--- config.mk ---
export PLATFORM = sky130hd
export DESIGN_NAME = mem_port_arbiter
export DESIGN_NICKNAME = d
export VERILOG_FILES = /design/src/rtl/mem_port_arbiter.sv
export SDC_FILE = /design/constraint.sdc
export NUM_CORES = 1
export LEC_CHECK = 0
export BUFFER_PORTS_ARGS = -buffer_cell sky130_fd_sc_hd__buf_2
export CAP_MARGIN = 20
export CORE_ASPECT_RATIO = 0.7
export CORE_UTILIZATION = 34
export CTS_CLUSTER_SIZE = 10
export DETAILED_ROUTE_END_ITERATION = 8
export GPL_ROUTABILITY_DRIVEN = 0
export PLACE_DENSITY = 0.7
export SKIP_CTS_REPAIR_TIMING = 1
export SLEW_MARGIN = 20
export SYNTH_ARGS = -nofsm -noshare
export SYNTH_HDL_FRONTEND = slang
export SYNTH_SLANG_ARGS = --single-unit
--- constraint.sdc ---
create_clock -name clk -period 1.55 [get_ports clk]
set_input_delay 0.2325 -clock clk [delete_from_list [all_inputs] [get_ports clk]]
set_output_delay 0.2325 -clock clk [all_outputs]
set_load 0.01 [all_outputs]
--- src/rtl/mem_port_arbiter.sv ---
// mem_port_arbiter
// Shares one single-port synchronous memory between the instruction-fetch
// port and the data port. One transaction runs at a time; simultaneous
// requests are resolved round-robin against the last granted port.
// Word accesses with addr[1:0] != 0 are answered with an error ack and
// never reach the memory.
//
// Ports
//   clk, rst                      clock, synchronous active-high reset
//   i_req/i_addr                  fetch request (held until i_ack)
//   i_ack/i_err/i_rdata           fetch completion pulse, misaligned flag, data
//   d_req/d_we/d_addr/d_wdata     data request (held until d_ack)
//   d_ack/d_err/d_rdata           data completion pulse, misaligned flag, load data
//   mem_en/mem_we                 memory strobe (one cycle per access), write enable
//   mem_addr/mem_wdata            memory byte address and write data
//   mem_rdata                     memory read data, valid MEM_LAT cycles after mem_en
//
// MEM_LAT must lie in 1..15 (lat_cnt is 4 bits wide).
//
// state | meaning
// ------+---------------------------------------------------------------
// IDLE  | wait for a request, pick the winner, check alignment
// ISSUE | mem_en high for the winner's access, load the latency counter
// WAIT  | count down the memory latency, capture read data at count 1
// ACK   | completion pulse on the winner's ack (err flagged if misaligned)

module mem_port_arbiter #(
    parameter int WORD_LEN = 32,
    parameter int MEM_LAT  = 1
) (
    input  logic                clk,
    input  logic                rst,
    input  logic                i_req,
    input  logic [WORD_LEN-1:0] i_addr,
    output logic                i_ack,
    output logic                i_err,
    output logic [WORD_LEN-1:0] i_rdata,
    input  logic                d_req,
    input  logic                d_we,
    input  logic [WORD_LEN-1:0] d_addr,
    input  logic [WORD_LEN-1:0] d_wdata,
    output logic                d_ack,
    output logic                d_err,
    output logic [WORD_LEN-1:0] d_rdata,
    output logic                mem_en,
    output logic                mem_we,
    output logic [WORD_LEN-1:0] mem_addr,
    output logic [WORD_LEN-1:0] mem_wdata,
    input  logic [WORD_LEN-1:0] mem_rdata
);

    typedef enum logic [1:0] {IDLE, ISSUE, WAIT, ACK} state_t;

    localparam logic PORT_I = 1'b0;
    localparam logic PORT_D = 1'b1;

    state_t              state, state_nxt;
    logic [3:0]          lat_cnt, lat_cnt_nxt;
    logic                last_gnt, last_gnt_nxt;
    logic                gnt, gnt_nxt;

    logic                i_ack_nxt, i_err_nxt, d_ack_nxt, d_err_nxt;
    logic [WORD_LEN-1:0] i_rdata_nxt, d_rdata_nxt;
    logic                mem_en_nxt, mem_we_nxt;
    logic [WORD_LEN-1:0] mem_addr_nxt, mem_wdata_nxt;

    // Winner selection: a lone request wins; on a tie the port that was not
    // granted last time wins.
    logic                win_d;
    logic [WORD_LEN-1:0] win_addr, win_wdata;
    logic                win_we;

    assign win_d     = d_req && (!i_req || last_gnt == PORT_I);
    assign win_addr  = win_d ? d_addr : i_addr;
    assign win_we    = win_d && d_we;
    assign win_wdata = win_d ? d_wdata : '0;

    always_ff @(posedge clk) begin
        if (rst) begin
            state     <= IDLE;
            lat_cnt   <= '0;
            last_gnt  <= PORT_D;
            gnt       <= PORT_I;
            i_ack     <= 1'b0;
            i_err     <= 1'b0;
            i_rdata   <= '0;
            d_ack     <= 1'b0;
            d_err     <= 1'b0;
            d_rdata   <= '0;
            mem_en    <= 1'b0;
            mem_we    <= 1'b0;
            mem_addr  <= '0;
            mem_wdata <= '0;
        end else begin
            state     <= state_nxt;
            lat_cnt   <= lat_cnt_nxt;
            last_gnt  <= last_gnt_nxt;
            gnt       <= gnt_nxt;
            i_ack     <= i_ack_nxt;
            i_err     <= i_err_nxt;
            i_rdata   <= i_rdata_nxt;
            d_ack     <= d_ack_nxt;
            d_err     <= d_err_nxt;
            d_rdata   <= d_rdata_nxt;
            mem_en    <= mem_en_nxt;
            mem_we    <= mem_we_nxt;
            mem_addr  <= mem_addr_nxt;
            mem_wdata <= mem_wdata_nxt;
        end
    end

    // Outputs are registered, so each *_nxt value is what the output shows
    // in the state being entered: mem_en is raised on the IDLE->ISSUE
    // transition and the acks on the transition into ACK.
    always_comb begin
        state_nxt     = state;
        lat_cnt_nxt   = lat_cnt;
        last_gnt_nxt  = last_gnt;
        gnt_nxt       = gnt;
        i_ack_nxt     = 1'b0;
        i_err_nxt     = 1'b0;
        d_ack_nxt     = 1'b0;
        d_err_nxt     = 1'b0;
        i_rdata_nxt   = i_rdata;
        d_rdata_nxt   = d_rdata;
        mem_en_nxt    = 1'b0;
        mem_we_nxt    = 1'b0;
        mem_addr_nxt  = mem_addr;
        mem_wdata_nxt = mem_wdata;

        case (state)
            IDLE: begin
                if (i_req || d_req) begin
                    gnt_nxt      = win_d;
                    last_gnt_nxt = win_d;
                    if (win_addr[1:0] != 2'b00) begin
                        state_nxt = ACK;
                        i_ack_nxt = !win_d;
                        i_err_nxt = !win_d;
                        d_ack_nxt = win_d;
                        d_err_nxt = win_d;
                    end else begin
                        state_nxt     = ISSUE;
                        mem_en_nxt    = 1'b1;
                        mem_we_nxt    = win_we;
                        mem_addr_nxt  = win_addr;
                        mem_wdata_nxt = win_wdata;
                    end
                end
            end
            ISSUE: begin
                lat_cnt_nxt = 4'(MEM_LAT);
                state_nxt   = WAIT;
            end
            WAIT: begin
                lat_cnt_nxt = lat_cnt - 4'd1;
                if (lat_cnt == 4'd1) begin
                    // Captured for stores too; the value is simply unused.
                    if (gnt == PORT_D) begin
                        d_rdata_nxt = mem_rdata;
                    end else begin
                        i_rdata_nxt = mem_rdata;
                    end
                    i_ack_nxt = (gnt == PORT_I);
                    d_ack_nxt = (gnt == PORT_D);
                    state_nxt = ACK;
                end
            end
            ACK: begin
                state_nxt = IDLE;
            end
            default: begin
                state_nxt = IDLE;
            end
        endcase
    end

endmodule
==> flow_summary.yaml <==
global_route:
  grt_pass1_vias: 4755
  antenna_found_initial: 0
  groute.usage.overall_pct: 18.8
  grt_max_degree: 58
  gr-total-overflow: 0
  grt_pass1_wl_microns: 24500
synthesis:
  synth_fa_ha_area_share_pct: 0.912
  ys_types: 40
  synth-compound-area-share_pct: 25.3
  syn-num-nets: 743
  synth_ff_type: "dfxtp_1"
  yosys_warnings: 0
  ys_seq_area_share_pct: 51.8
  synth_edf_count: 0
  netlist_area_sq_um: 5490
  synth_top_family_by_area: "compound AO/OA/AOI/OAI gates"
  synth-async-reset-ratio_pct: 0
  synthMuxAreaShare_pct: 0.411
  syn_inst: 606
  synth_simple_gate_area_share_pct: 16.2
  synth_seq_cells: 142
  synth_xor_area_share_pct: 0
  synth_area_per_cell_sq_um: 9.05
timing:
  fin_tns_setup_ps: -7.16
  finalSetupViolations: 3
  fmax_ghz: 0.643
  fin_skew_ps: 12.5
  worstMarginPinSlew_ps: 468
  finalCriticalPeriod_ps: 1550
  finalMaxSlewViolations: 0
  rsz0062_at_grt: "true"
  period_share_pct: 100
  slew-limit-headroom_pct: 68.8
  setup_ws_ps: -4.11
  finalHoldViolCount: 0
die:
  fp.dieW_microns: 154
  initial_core_util_pct: 35.1
  ios: 267
  die_h_microns: 108
  num_rows: 38
  core_area_sq_um: 15600
  dieArea_sq_um: 16700
route:
  postRouteAntennaNets: 0
  vias: 5390
  via_per_inst: 4.95
  drc: 0
  drtIter0Drc: 275
  wl_per_cell_microns: 15.4
  wl_microns: 16800
  first_pass_iters: 7
placement:
  portBuffers: 266
  hpwl_microns: 11200
  place_inst: 1050
  place_area_sq_um: 7200
  dp_worst_setup_slack_ps: -72.9
critical_path:
  cp-startpoint: "state[0]$_SDFFE_PP0P_"
  path_max_fanout: 8
  start_kind: "flop"
  crit_arrival_ps: 1900
  critical_path_class: "flop to flop"
  required_ps: 1900
  worst_setup_path_end_kind: "flop"
  r2r-start: "state[0]$_SDFFE_PP0P_"
min_path:
  hp-start: "d_wdata[4]"
  hold_path_class: "primary input to flop"
final_layout:
  regArea_sq_um: 2850
  nFillCells: 1467
  multi_input_area_sq_um: 2510
  mostFrequentLayoutCells: "265 x buf_2, 138 x dfxtp_1, 125 x nand2_1, 85 x a21oi_1, 32 x a22o_1"
  final_common_cell: "buf_2"
  layout-drive-gt1-share_pct: 44.7
  layout.cells.non_filler: 1088
  area_growth_pct: 47.3
  diodes: 0
  design_area_sq_um: 8080
  final_nets: 1012
pwr:
  finalPower_uw: 11300
  combPwrFrac_pct: 25.9
  peakVddDrop_mv: 0.650
  p_int_uw: 7930
  clkPwrFrac_pct: 37.0
  leakagePower_uw: 0.00356
  p_seq_share_pct: 37.1
  netSwitchingFraction_pct: 30.1
  p_sw_uw: 3410
  power_density_nw_per_um2: 1400
outcome:
  violations: "negative setup slack"
  status: "complete, but fails checks"
clock_tree:
  root_buffer: "clkbuf_16"
  clk_pin_slew_worst_paths_ps: 60
  cts_tree: "yes"
  cts_buffers: 17
  numClockSinks: 142
  clkLatencyLatePin_ps: 410
  htreeDepth: 4
  clockBufferDepth: 2
flow_run:
  drv_cap: 0
[synth_stat cells, drive strengths merged (3+ instances only)]
library cell,number,area (sq um)
dfxtp,142,2840
nand2,132,495
a21oi,99,507
clkbuf,37,139
a22o,32,280
or3,31,194
a211oi,30,285
o31ai,30,225
buf,19,129
nor2,11,48.8
inv,6,22.5
ha,4,50.1
and2,3,18.8
nor3,3,15.0
nor4b,3,32.5
o21ai,3,15.0
or2,3,18.8
[power groups by stage]
stage | combinational (uW) | clock, uW | sequential [uW]
2_1_floorplan | 1410 | 0 | 4390
3_3_place_gp | 2570 | 0 | 4260
3_5_place_dp | 2580 | 0 | 4260
4_1_cts | 2600 | 4300 | 4190
5_1_grt | 3180 | 4450 | 4250
6_report | 2940 | 4190 | 4210
[layout make-up]
class,count,area share (%)
flip-flops and latches,142,35.2
multi-input cells,402,31.0
repair buffers,306,22.7
clock buffers,19,5.60
well taps,200,3.10
clock inverters,13,2.03
inverters,6,0.279
[through the flow]
| step | hold WS (ps) | util (%) |
|---|---|---|
| 2_1_floorplan | 358 | - |
| 3_3_place_gp | 438 | 46.0 |
| 3_5_place_dp | 443 | 46.0 |
| 4_1_cts | 4.80 | 50.0 |
| 5_1_grt | 15.8 | 51.7 |
| 6_report | 32.1 | 51.7 |
[cells by family after synthesis]
family / Yosys count
AO/OA/AOI/OAI: 203
AND/OR/NAND/NOR: 194
flip-flops: 142
buffers and inverters: 62
adder cells (fa/ha/maj): 4
multiplexers: 1
[flip-flops by register name, indices dropped and copies added, names as in the netlist]
signal,cells
d_ack,1
i_rdata,32
d_err,1
state,2
i_err,1
mem_we,1
i_ack,1
mem_addr,32
lat_cnt,4
gnt,1
d_rdata,32
mem_wdata,32
last_gnt,1
mem_en,1
[routing by layer]
| layer | GRT usage (%) | vias to the layer above | wire length, microns |
|---|---|---|---|
| met2 | 28.8 | 226 | 7440 |
| li1 | - | 2681 | - |
| met1 | 24.3 | 2471 | 7800 |
| met4 | 6.14 | 0 | 134 |
| met3 | 7.05 | 12 | 1380 |
| met5 | 0 | - | 0 |
[critical path, stage by stage, from the launching register on]
cell and delay [ps]:
dfxtp_2 320, inv_2 70, ha_4 120, and4bb_2 280
nor2b_4 290, clkbuf_16 220, nand2_1 70, a21oi_2 120
[path summary, 6_finish.rpt]
check                         endpoint  slack (ps)  cells past startpoint
max reg2reg    i_rdata[6]$_SDFFE_PP0P_          -4                      7
max            i_rdata[6]$_SDFFE_PP0P_          -4                      7
min reg2reg   d_rdata[16]$_SDFFE_PP0P_         450                      2
min          mem_wdata[4]$_SDFFE_PP0P_          30                      2
Note: power is estimated with default switching activity, not from simulation.
